**src/rtl/mem_port_arbiter.sv**
```systemverilog
// Fetch/data port arbiter onto one single-ported memory, one transaction in flight, data port priority.
// Define MEM_ARB_STARVE_GUARD_EN to build the fetch-port starvation guard (STARVE_LIMIT consecutive losses).
module mem_port_arbiter #(
  parameter int unsigned ADDR_W       = 32,
  parameter int unsigned DATA_W       = 32,
  parameter int unsigned STARVE_LIMIT = 4
) (
  input  logic                clk,
  input  logic                rst,
  input  logic                i_req,
  input  logic [ADDR_W-1:0]   i_addr,
  output logic                i_gnt,
  output logic                i_rvalid,
  output logic [DATA_W-1:0]   i_rdata,
  input  logic                d_req,
  input  logic                d_we,
  input  logic [ADDR_W-1:0]   d_addr,
  input  logic [DATA_W-1:0]   d_wdata,
  input  logic [DATA_W/8-1:0] d_wstrb,
  output logic                d_gnt,
  output logic                d_rvalid,
  output logic [DATA_W-1:0]   d_rdata,
  output logic                mem_req,
  output logic                mem_we,
  output logic [ADDR_W-1:0]   mem_addr,
  output logic [DATA_W-1:0]   mem_wdata,
  output logic [DATA_W/8-1:0] mem_wstrb,
  input  logic                mem_gnt,
  input  logic                mem_rvalid,
  input  logic [DATA_W-1:0]   mem_rdata,
  output logic                busy,
  output logic                owner
);

  localparam int unsigned CNT_W = 4;

  typedef enum logic [1:0] {IDLE, ISSUE, RESP} state_t;

  state_t state, state_nxt;
  logic   arb_c;
  logic   i_win_c;
  logic   force_i_c;

  if (STARVE_LIMIT < 1 || STARVE_LIMIT > 15) begin : g_bad_limit
    $error("mem_port_arbiter: STARVE_LIMIT must be within 1..15");
  end

  assign arb_c   = (state == IDLE) && (i_req || d_req);
  assign i_win_c = i_req && (!d_req || force_i_c);

`ifdef MEM_ARB_STARVE_GUARD_EN
  logic [CNT_W-1:0] i_wait_cnt;

  assign force_i_c = (i_wait_cnt == CNT_W'(STARVE_LIMIT));

  // Counts consecutive arbitrations the fetch port lost to the data port
  always_ff @(posedge clk or posedge rst) begin
    if (rst) begin
      i_wait_cnt <= '0;
    end else if (arb_c) begin
      if (i_win_c || !i_req) begin
        i_wait_cnt <= '0;
      end else begin
        i_wait_cnt <= i_wait_cnt + CNT_W'(1);
      end
    end
  end
`else
  assign force_i_c = 1'b0;
`endif

  always_ff @(posedge clk or posedge rst) begin
    if (rst) begin
      state <= IDLE;
    end else begin
      state <= state_nxt;
    end
  end

  // Grant and response strobes are steered to the owner in the cycle memory handshakes
  always_comb begin
    state_nxt = state;
    i_gnt     = 1'b0;
    d_gnt     = 1'b0;
    i_rvalid  = 1'b0;
    d_rvalid  = 1'b0;
    case (state)
      IDLE: begin
        if (arb_c) begin
          state_nxt = ISSUE;
        end
      end
      ISSUE: begin
        if (mem_gnt) begin
          i_gnt     = !owner;
          d_gnt     = owner;
          state_nxt = RESP;
        end
      end
      RESP: begin
        if (mem_rvalid) begin
          i_rvalid  = !owner;
          d_rvalid  = owner;
          state_nxt = IDLE;
        end
      end
      default: state_nxt = IDLE;
    endcase
  end

  // Winner's request is captured once at arbitration and held until the next one
  always_ff @(posedge clk or posedge rst) begin
    if (rst) begin
      owner     <= 1'b0;
      mem_we    <= 1'b0;
      mem_addr  <= '0;
      mem_wdata <= '0;
      mem_wstrb <= '0;
    end else if (arb_c) begin
      owner <= !i_win_c;
      if (i_win_c) begin
        mem_we    <= 1'b0;
        mem_addr  <= i_addr;
        mem_wdata <= '0;
        mem_wstrb <= '0;
      end else begin
        mem_we    <= d_we;
        mem_addr  <= d_addr;
        mem_wdata <= d_wdata;
        mem_wstrb <= d_wstrb;
      end
    end
  end

  assign mem_req = (state == ISSUE);
  assign busy    = (state != IDLE);
  assign i_rdata = mem_rdata;
  assign d_rdata = mem_rdata;

endmodule

```
**config.mk**
```make
export PLATFORM = sky130hd
export DESIGN_NAME = mem_port_arbiter
export DESIGN_NICKNAME = d
export VERILOG_FILES = /design/src/rtl/mem_port_arbiter.sv
export SDC_FILE = /design/constraint.sdc
export NUM_CORES = 1
export LEC_CHECK = 0
export CELL_PAD_IN_SITES_DETAIL_PLACEMENT = 2
export CELL_PAD_IN_SITES_GLOBAL_PLACEMENT = 2
export CORE_ASPECT_RATIO = 1.2
export CORE_MARGIN = 4
export CORE_UTILIZATION = 19
export DETAILED_ROUTE_END_ITERATION = 10
export PLACE_DENSITY_LB_ADDON = 0.1
export SYNTH_ARGS = -nofsm -noshare
export SYNTH_HDL_FRONTEND = slang
export SYNTH_SLANG_ARGS = --single-unit
```
**constraint.sdc**
```tcl
create_clock -name clk -period 3 [get_ports clk]
set_input_delay 0.6 -clock clk [delete_from_list [all_inputs] [get_ports clk]]
set_output_delay 0.6 -clock clk [all_outputs]
set_load 0.01 [all_outputs]
```
==> results of run 1 <==
-- where the power goes --
group	total, mW	internal [mW]	leakage, nW	switching [mW]
logic	2.36	1.43	1.29	0.934
registers	1.68	1.43	0.884	0.250
clock network	1.23	0.815	0.164	0.420
-- flip-flops by register name, indices dropped and copies added (netlist names) --
signal / count
state: 2
mem_addr: 32
mem_wstrb: 4
mem_wdata: 32
mem_we: 1
owner: 1
-- path summary, 6_finish.rpt --
path | from | end | slack (ns)
setup / recovery | mem_rvalid | i_rvalid | 0.56
hold / removal | mem_addr[24]$_DFFE_PP0P_ | mem_addr[24]$_DFFE_PP0P_ | 0.51
setup reg to reg | state[1]$_DFFE_PP0P_ | mem_wdata[25]$_DFFE_PP0P_ | 1.47
hold reg to reg | mem_addr[24]$_DFFE_PP0P_ | mem_addr[24]$_DFFE_PP0P_ | 0.51
max in group asynchronous | rst | mem_addr[30]$_DFFE_PP0P_ | 1.70
min in group asynchronous | rst | mem_addr[14]$_DFFE_PP0P_ | 0.65
-- critical path, stage by stage --
cell             delay (ns)
clkdlybuf4s50_1        0.49
nor3b_1                0.19
clkdlybuf4s50_1        0.56
-- cell usage in the layout, fill, tap and decap left out, drive strengths merged --
master,netlist,final
nor3b,1,1
o21ai,3,3
and2,1,1
nor2,2,2
a21o,1,1
clkinv,0,2
clkbuf,5,11
a22o,37,37
and3,1,1
dfrtp,72,72
inv,3,3
nand2b,1,1
buf,74,5
bufinv,0,3
mux2,64,64
nand2,1,1
and4b,1,1
nor2b,2,2
clkdlybuf4s50,0,182
-- routing by layer --
| layer | vias up | part of all wire | global-route usage |
|---|---|---|---|
| li1 | 1119 | - | - |
| met1 | 1254 | 0.40 | 0.1145 |
| met2 | 114 | 0.48 | 0.1631 |
| met3 | 34 | 0.099 | 0.04804 |
| met4 | 2 | 0.027 | 0.05324 |
| met5 | - | 0.0012 | 0 |
-- layout make-up --
type,instances,area [µm²],share of cell area
Clock buffer,11,232.7,0.04145
Clock inverter,5,103.9,0.01850
Inverter,3,12.51,0.002229
Multi-Input combinational cell,115,1259,0.2242
Sequential cell,72,1802,0.3209
Tap cell,256,320.3,0.05705
Timing Repair Buffer,187,1884,0.3356
-- kinds of logic after synthesis --
kind of cell,Yosys count,share of synthesized area
AND/OR/NAND/NOR,10,0.01654
buffers and inverters,82,0.1613
AO/OA/AOI/OAI,41,0.09649
multiplexers,64,0.2295
flip-flops,72,0.4962
-- through the flow --
step	total power, mW	cells
detailed placement	4.119	633
global route	5.598	649
finish	5.275	649
global placement	4.086	633
floorplan	2.812	269
CTS	5.413	649
==> reports/results.tsv, run 1 <==
stage	metric	value	unit
yosys	yosysMostFrequentCell	dfrtp_1	
grt	grt_start_max_net_pins	72	
yosys	synth_enable_flop_cells	0	
clocking	cts_setup_buffers	0	
sta	fin_crit_sh	0.8143	
placement	dpl_worst_slack	0.5258	ns
placement	io_buffers	182	
sta	layout_setup_ws	0.5571	ns
floorplanning	dieArea	21400	µm²
sta	setup_viol	0	
floorplanning	core_area	18860	µm²
worst_setup_path	crit_arrival	1.84	ns
clocking	cts_hold_buf	0	
sta	tns	0	ns
sta	slew_viol_final	0	
routing	dr.pass1.iters	4	
clocking	ctsResizeCount	0	
final_layout	stdcell_area	5614	µm²
final_layout	nFillCells	2053	
floorplanning	start_util	0.1926	
yosys	netlist_area	3631	µm²
sta	fin_worst_skew	0.007400	ns
final_layout	drive_gt1_frac	0.2188	
placement	dp_hpwl	7967	µm
routing	ant_nets	0	
yosys	synth_top_area_cell	dfrtp_1	
hold_path	whs_path_depth	1	
routing	drtIter0Drc	47	
final_layout	syn_to_final_growth	54.62	%
clocking	cts.sinks	72	
worst_setup_path	crit_fanout	3	
yosys	synth.area.top_cells	dfrtp_1 (50%), buf_4 (13%), mux2_4 (12%), mux2_2 (11%), a22o_1 (8.9%)	
worst_setup_path	reg2reg_depth	4	
routing	remaining_drc_errors	0	
grt	grt_pass1_wl	16950	µm
placement	dpl_cell_area	5278	µm²
sta	worst_slew_pin_slew	0.6238	ns
sta	clock.fmax	0.4093	GHz
clocking	cts_buffers	9	
worst_setup_path	critPathKind	input pin to output port	
floorplanning	fp.dieW	134.2	µm
worst_setup_path	required	2.40	ns
yosys	synth-warning-count	0	
yosys	synthCells	269	
yosys	synthArstFlopShare	1.000	
pwr	p_per_area	939.6	nW/µm²
grt	first_global_vias	2993	
yosys	avgSynthCellArea	13.50	µm²
grt	grt.overflow.total	0	
sta	period_minus_slack	2.443	ns
yosys	syn_nets	408	
pwr	leakage	2.340	nW
routing	vias_per_cell	3.888	
yosys	ys_types	20	
yosys	synthTopCellsByCount	dfrtp_1 (72), buf_4 (64), a22o_1 (37)	
final_layout	postLayoutCoreUtil	0.2977	
clocking	cts_tree	built	
clocking	htree_num_levels	3	
floorplanning	design.portCount	279	
yosys	yosysTopAreaCellShare	0.4962	
worst_setup_path	end_kind	output port	
clocking	clockBufferDepth	2	
final_layout	final_nets	527	
worst_setup_path	worst_setup_path_start_kind	input pin	
placement	gp_congestion	0.6616	
clocking	ctsRootBufferMaster	clkbuf_16	
yosys	ys_seq_elements	72	
clocking	path_clk_slew	0.06	ns
routing	wl	11070	µm
clocking	insertion_delay	0.33	ns
hold_path	min_path_type	register to register	
sta	rsz0062_at_grt	false	
pwr	vdd_ir_drop_max	370.1	µV
floorplanning	die_y	159.4	µm
yosys	synthFlopType	dfrtp_1	
routing	via_count	2523	
outcome	run_status	completed	
sta	whs	0.5055	ns
yosys	seq_area_frac_synth	0.4962	
sta	maxSlewHeadroom	0.5837	
final_layout	diodes	0	
sta	final_hold_viol_count	0	
job	maxCapViolCount	0	
floorplanning	row_count	55	
grt	antenna_found_initial	1	
routing	post_drt_wl_per_cell	17.06	µm
grt	track_usage	0.1027	
(Power assumes the default switching activity.)
==> run 2: changes to the inputs <==
==> constraint.sdc (replaced) <==
create_clock -name clk -period 2.3 [get_ports clk]
set_input_delay 0.46 -clock clk [delete_from_list [all_inputs] [get_ports clk]]
set_output_delay 0.46 -clock clk [all_outputs]
set_load 0.01 [all_outputs]
==> run 2 against run 1 <==
Effect of this change:
- via count up 1.7%
- sequential power up 30%
- combinational power up 34%
- die area unchanged
- routed wire length up 0.56%
- clock skew up 0.0012 ns
- power up 28%
- clock power up 14%
- critical path type unchanged
- critical endpoint unchanged
- largest power group unchanged
- highest routed layer is now met4
==> reports/results.tsv, run 2 (synthesis gave the netlist of run 1 again) <==
stage	metric	value	unit	change
grt	first_global_vias	2962		-1.0%
floorplanning	row_count	55		unchanged
final_layout	final_nets	531		+0.76%
pwr	clkPwrFrac	0.207		-0.027
clocking	ctsRootBufferMaster	clkbuf_16		
hold_path	min_path_type	register to register		
final_layout	largestRegisters	mem_addr x32, mem_wdata x32, mem_wstrb x4		
clocking	cts_tree	built		
worst_setup_path	end_kind	output port		
sta	worst_slew_pin_slew	0.4528	ns	-0.1710 ns
worst_setup_path	crit_arrival	1.76	ns	-0.08 ns
routing	dr.pass1.iters	6		+2
sta	final_hold_viol_count	0		unchanged
final_layout	regArea	1802	µm²	unchanged
clocking	cts.sinks	72		unchanged
pwr	leakage	2.346	nW	+0.26%
sta	clock.fmax	0.4506	GHz	
clocking	cts_buffers	9		unchanged
placement	dp_hpwl	8042	µm	+0.94%
floorplanning	design.portCount	279		unchanged
pwr	pwr-share-comb	0.469		+0.021
floorplanning	core_area	18860	µm²	unchanged
routing	post_drt_wl_per_cell	17.08	µm	about the same
clocking	ctsResizeCount	0		unchanged
pwr	vdd_ir_drop_max	371.6	µV	+0.42%
clocking	htree_num_levels	3		unchanged
clocking	path_clk_slew	0.05	ns	about the same
hold_path	whs_path_depth	1		unchanged
routing	ant_nets	0		unchanged
worst_setup_path	crit_top_cell	clkdlybuf4s50_1		
grt	grt_pass1_wl	17330	µm	+2.3%
sta	period_minus_slack	2.219	ns	
worst_setup_path	crit_fanout	3		unchanged
final_layout	multiInputGateArea	1261	µm²	+0.20%
clocking	insertion_delay	0.33	ns	about the same
final_layout	stdcell_area	5637	µm²	+0.40%
worst_setup_path	cp_num_cells	3		unchanged
worst_setup_path	required	1.84	ns	-0.56 ns
grt	grt.overflow.total	0		unchanged
sta	rsz0062_at_grt	false		
sta	maxSlewHeadroom	0.6981		+0.1145
final_layout	fin_cells	652		+0.46%
pwr	switching_share	0.3096		+0.005480
final_layout	drive_gt1_frac	0.2273		+0.008443
sta	setup_viol	0		unchanged
sta	tns	0	ns	unchanged
worst_setup_path	cp_num_buf_inv	2		unchanged
sta	fin_crit_sh	0.9649		
worst_setup_path	worst_setup_path_start_kind	input pin		
pwr	p_switching	2.092	mW	+30%
clocking	cts_setup_buffers	0		unchanged
floorplanning	dieArea	21400	µm²	unchanged
grt	grt_start_max_net_pins	73		+1.4%
placement	gp_congestion	0.6525		-1.4%
clocking	cts_hold_buf	0		unchanged
final_layout	final_common_cell	clkdlybuf4s50_1		
pwr	p_seq_frac	0.324		+0.006
placement	dpl_worst_slack	0.08397	ns	-0.4418 ns
worst_setup_path	path_cells	clkdlybuf4s50_1 > nor3b_1 > clkdlybuf4s50_1		
final_layout	syn_to_final_growth	55.24	%	
clocking	clockBufferDepth	2		unchanged
routing	remaining_drc_errors	0		unchanged
sta	layout_setup_ws	0.08075	ns	-0.4763 ns
worst_setup_path	critPathSlowestCell	clkdlybuf4s50_1		
routing	wl	11140	µm	+0.56%
sta	slew_viol_final	0		unchanged
grt	antenna_found_initial	0		-1
grt	track_usage	0.1051		+0.002384
final_layout	nFillCells	2037		-0.78%
placement	io_buffers	182		unchanged
outcome	run_status	completed		
routing	vias_per_cell	3.937		+1.3%
pwr	p_per_area	1199	nW/µm²	+28%
worst_setup_path	critPathKind	input pin to output port		
floorplanning	start_util	0.1926		unchanged
placement	numPlacedInstances	637		+0.63%
routing	via_count	2567		+1.7%
final_layout	layout_common_cells	clkdlybuf4s50_1 (182), dfrtp_1 (72), a22o_1 (37)		
job	maxCapViolCount	0		unchanged
worst_setup_path	critPathTopFamily	buffers and inverters		
pwr	p_int	4.664	mW	+27%
floorplanning	die_y	159.4	µm	unchanged
final_layout	diodes	0		unchanged
sta	fin_worst_skew	0.008599	ns	+0.001199 ns
placement	dpl_cell_area	5345	µm²	+1.3%
worst_setup_path	reg2reg_depth	5		+1
floorplanning	fp.dieW	134.2	µm	unchanged
worst_setup_path	cp_slowest_stage_delay	0.58	ns	+0.02 ns
routing	drtIter0Drc	47		unchanged
## run 2: final timing paths
kind | start | end | slack [ns]
max in group asynchronous | rst | mem_wdata[5]$_DFFE_PP0P_ | 1.39
worst max register to register | state[1]$_DFFE_PP0P_ | mem_wdata[12]$_DFFE_PP0P_ | 0.69
min in group asynchronous | rst | mem_addr[30]$_DFFE_PP0P_ | 0.52
worst min-delay path | mem_addr[3]$_DFFE_PP0P_ | mem_addr[3]$_DFFE_PP0P_ | 0.50
worst max-delay path | mem_rvalid | i_rvalid | 0.08
worst min register to register | mem_addr[3]$_DFFE_PP0P_ | mem_addr[3]$_DFFE_PP0P_ | 0.50
## run 2: cell type report
cell class	instances	share of cell area
clock buffer	12	0.04373
clock inverter	3	0.007547
tap	256	0.05683
sequential	72	0.3196
timing repair buffer	191	0.3463
inverter	3	0.002220
multi-input combinational	115	0.2238
## run 2: power by group through the flow
stage / logic, mW / registers [mW] / clock network [mW]
floorplan: 1.23 / 2.44 / 0
detailed placement: 3.27 / 2.20 / 0
finish: 3.17 / 2.19 / 1.40
CTS: 3.27 / 2.20 / 1.48
global route: 3.41 / 2.28 / 1.54
global placement: 3.24 / 2.18 / 0
## run 2: metrics by stage
stage	utilization	total power [mW]	hold slack, ns
6_report	0.2989	6.756	0.5025
5_1_grt	0.2989	7.224	0.5151
4_1_cts	0.2988	6.945	0.5073
3_5_place_dp	0.2835	5.466	0.4919
3_3_place_gp	0.2835	5.423	0.4854
2_1_floorplan	-	3.667	0.5438
## run 2: routing by layer
| layer | routed length [µm] | vias to the layer above | global-route usage |
|---|---|---|---|
| met5 | 0 | - | 0 |
| met4 | 199 | 0 | 0.03935 |
| met3 | 1209 | 25 | 0.05879 |
| met2 | 5585 | 113 | 0.1709 |
| met1 | 4140 | 1304 | 0.1142 |
| li1 | - | 1125 | - |
==> run 3: changes to the inputs <==
==> constraint.sdc (replaced) <==
create_clock -name clk -period 2.21 [get_ports clk]
set_input_delay 0.442 -clock clk [delete_from_list [all_inputs] [get_ports clk]]
set_output_delay 0.442 -clock clk [all_outputs]
set_load 0.01 [all_outputs]
==> run 3 against run 2 <==
Effect of this change:
- count of clock-buffer cells in the layout decreased by 3
- register-to-register slack about the same
- die area unchanged
- final cell count increased by 0.15%
- non-clock buffer count unchanged
- critical path depth unchanged
- utilization increased by 0.37 points
- clock skew decreased by 0.0018 ns
- flip-flop and latch count unchanged
- sequential power increased by 4%
==> reports/results.tsv, run 3 (synthesis gave the netlist of run 1 again) <==
stage	metric	value	unit	change
sta	final_hold_viol_count	0		unchanged
sta	setup_viol	0		unchanged
placement	dpl_cell_area	5348	µm²	about the same
final_layout	fin_cells	653		+0.15%
grt	grt.overflow.total	0		unchanged
routing	via_count	2517		-1.9%
grt	first_global_vias	2993		+1.0%
final_layout	drive_gt1_frac	0.2368		+0.009503
routing	remaining_drc_errors	0		unchanged
routing	wl	11230	µm	+0.81%
worst_setup_path	required	1.77	ns	-0.07 ns
placement	dp_hpwl	8255	µm	+2.7%
worst_setup_path	worst_setup_path_start_kind	register		
clocking	ctsRootBufferMaster	clkbuf_16		
sta	rsz0062_at_grt	true		
pwr	leakage	2.391	nW	+1.9%
final_layout	syn_to_final_growth	57.13	%	
clocking	htree_num_levels	3		unchanged
routing	vias_per_cell	3.855		-2.1%
worst_setup_path	crit_fanout	4		+1
clocking	path_clk_slew	0.06	ns	about the same
sta	layout_setup_ws	0.09372	ns	+0.01296 ns
floorplanning	start_util	0.1926		unchanged
grt	track_usage	0.1071		+0.001972
floorplanning	design.portCount	279		unchanged
worst_setup_path	critPathKind	register to output port		
grt	grt_start_max_net_pins	54		-26%
pwr	p_per_area	1273	nW/µm²	+6.2%
floorplanning	dieArea	21400	µm²	unchanged
placement	dpl_worst_slack	0.09334	ns	+0.009377 ns
worst_setup_path	critPathSlowestCell	clkdlybuf4s50_1		
final_layout	stdcell_area	5705	µm²	+1.2%
clocking	cts_tree	built		
final_layout	largestRegisters	mem_addr x32, mem_wdata x32, mem_wstrb x4		
floorplanning	row_count	55		unchanged
hold_path	min_path_type	register to register		
final_layout	diodes	0		unchanged
sta	whs	0.5059	ns	+0.003357 ns
grt	grt_pass1_wl	17690	µm	+2.1%
final_layout	final_nets	531		unchanged
routing	dr.pass1.iters	4		-2
placement	numPlacedInstances	637		unchanged
job	maxCapViolCount	0		unchanged
sta	slew_viol_final	0		unchanged
worst_setup_path	cp_slowest_stage_delay	0.57	ns	about the same
floorplanning	die_y	159.4	µm	unchanged
worst_setup_path	crit_arrival	1.67	ns	-0.09 ns
placement	io_buffers	182		unchanged
routing	post_drt_wl_per_cell	17.19	µm	+0.65%
placement	gp_congestion	0.6395		-2.0%
clocking	insertion_delay	0.34	ns	about the same
clocking	cts_setup_buffers	0		unchanged
routing	drtIter0Drc	52		+11%
floorplanning	core_area	18860	µm²	unchanged
clocking	cts_buffers	9		unchanged
worst_setup_path	end_kind	output port		
sta	maxSlewHeadroom	0.7046		+0.006496
sta	fin_crit_sh	0.9576		
outcome	run_status	completed		
routing	ant_nets	0		unchanged
clocking	cts_hold_buf	0		unchanged
grt	antenna_found_initial	0		unchanged
clocking	clockBufferDepth	2		unchanged
final_layout	final_common_cell	clkdlybuf4s50_1		
sta	period_minus_slack	2.116	ns	
sta	tns	0	ns	unchanged
worst_setup_path	path_cells	nand2b_1 > nor3b_1 > clkdlybuf4s50_1		
clocking	cts.sinks	72		unchanged
final_layout	layout_common_cells	clkdlybuf4s50_1 (181), dfrtp_1 (72), a22o_1 (37)		
sta	clock.fmax	0.4725	GHz	
floorplanning	fp.dieW	134.2	µm	unchanged
sta	fin_worst_skew	0.006845	ns	-0.001754 ns
sta	worst_slew_pin_slew	0.4431	ns	-0.009745 ns
pwr	vdd_ir_drop_max	390.9	µV	+5.2%
run 3: where the power goes:
group | leakage (nW) | switching (mW) | internal (mW)
sequential | 0.884 | 0.343 | 1.93
combinational | 1.34 | 1.28 | 2.00
clock | 0.166 | 0.607 | 1.10
run 3: worst paths after layout:
check	startpoint	to	cells past startpoint	slack [ns]
hold / removal	mem_wdata[15]$_DFFE_PP0P_	mem_wdata[15]$_DFFE_PP0P_	1	0.51
setup / recovery	state[0]$_DFFE_PP0P_	i_rvalid	3	0.09
min in group asynchronous	rst	mem_addr[22]$_DFFE_PP0P_	3	0.54
hold reg to reg	mem_wdata[15]$_DFFE_PP0P_	mem_wdata[15]$_DFFE_PP0P_	1	0.51
setup reg to reg	state[1]$_DFFE_PP0P_	mem_wdata[3]$_DFFE_PP0P_	4	0.69
max in group asynchronous	rst	mem_wdata[20]$_DFFE_PP0P_	3	1.38
run 3: final cells by class:
class / instances / area, µm²
clock buffer: 9 / 225.2
timing repair buffer: 191 / 1954
fill: 2038 / 13150
multi-input combinational: 115 / 1269
clock inverter: 7 / 120.1
tap: 256 / 320.3
sequential: 72 / 1802
inverter: 3 / 15.01
run 3: repair_timing:
item / CTS / global route
pin swaps: 0 / 0
gates resized for setup: 1 / 3
endpoints found under the hold margin: 0 / 0
endpoints found under the setup margin: 1 / 1
run 3: per-stage QoR:
stage                     utilization  power, mW
after CTS                      0.3021      7.453
after floorplan                     -      3.817
after detailed placement       0.2836      5.650
final                          0.3026      7.265
after global routing           0.3026      7.747
after global placement         0.2836      5.603
run 3: routing by layer:
layer | track usage | up-vias | routed length [µm]
li1 | - | 1126 | -
met1 | 0.1169 | 1255 | 4220
met2 | 0.1745 | 114 | 5484
met3 | 0.05531 | 22 | 1293
met4 | 0.04444 | 0 | 226
met5 | 0 | - | 0
run 3: critical path: cells and delay by family (launching register included):
kind	cells	cell delay, ns
buffers and inverters	1	0.57
flip-flops	1	0.42
AND/OR/NAND/NOR	2	0.35
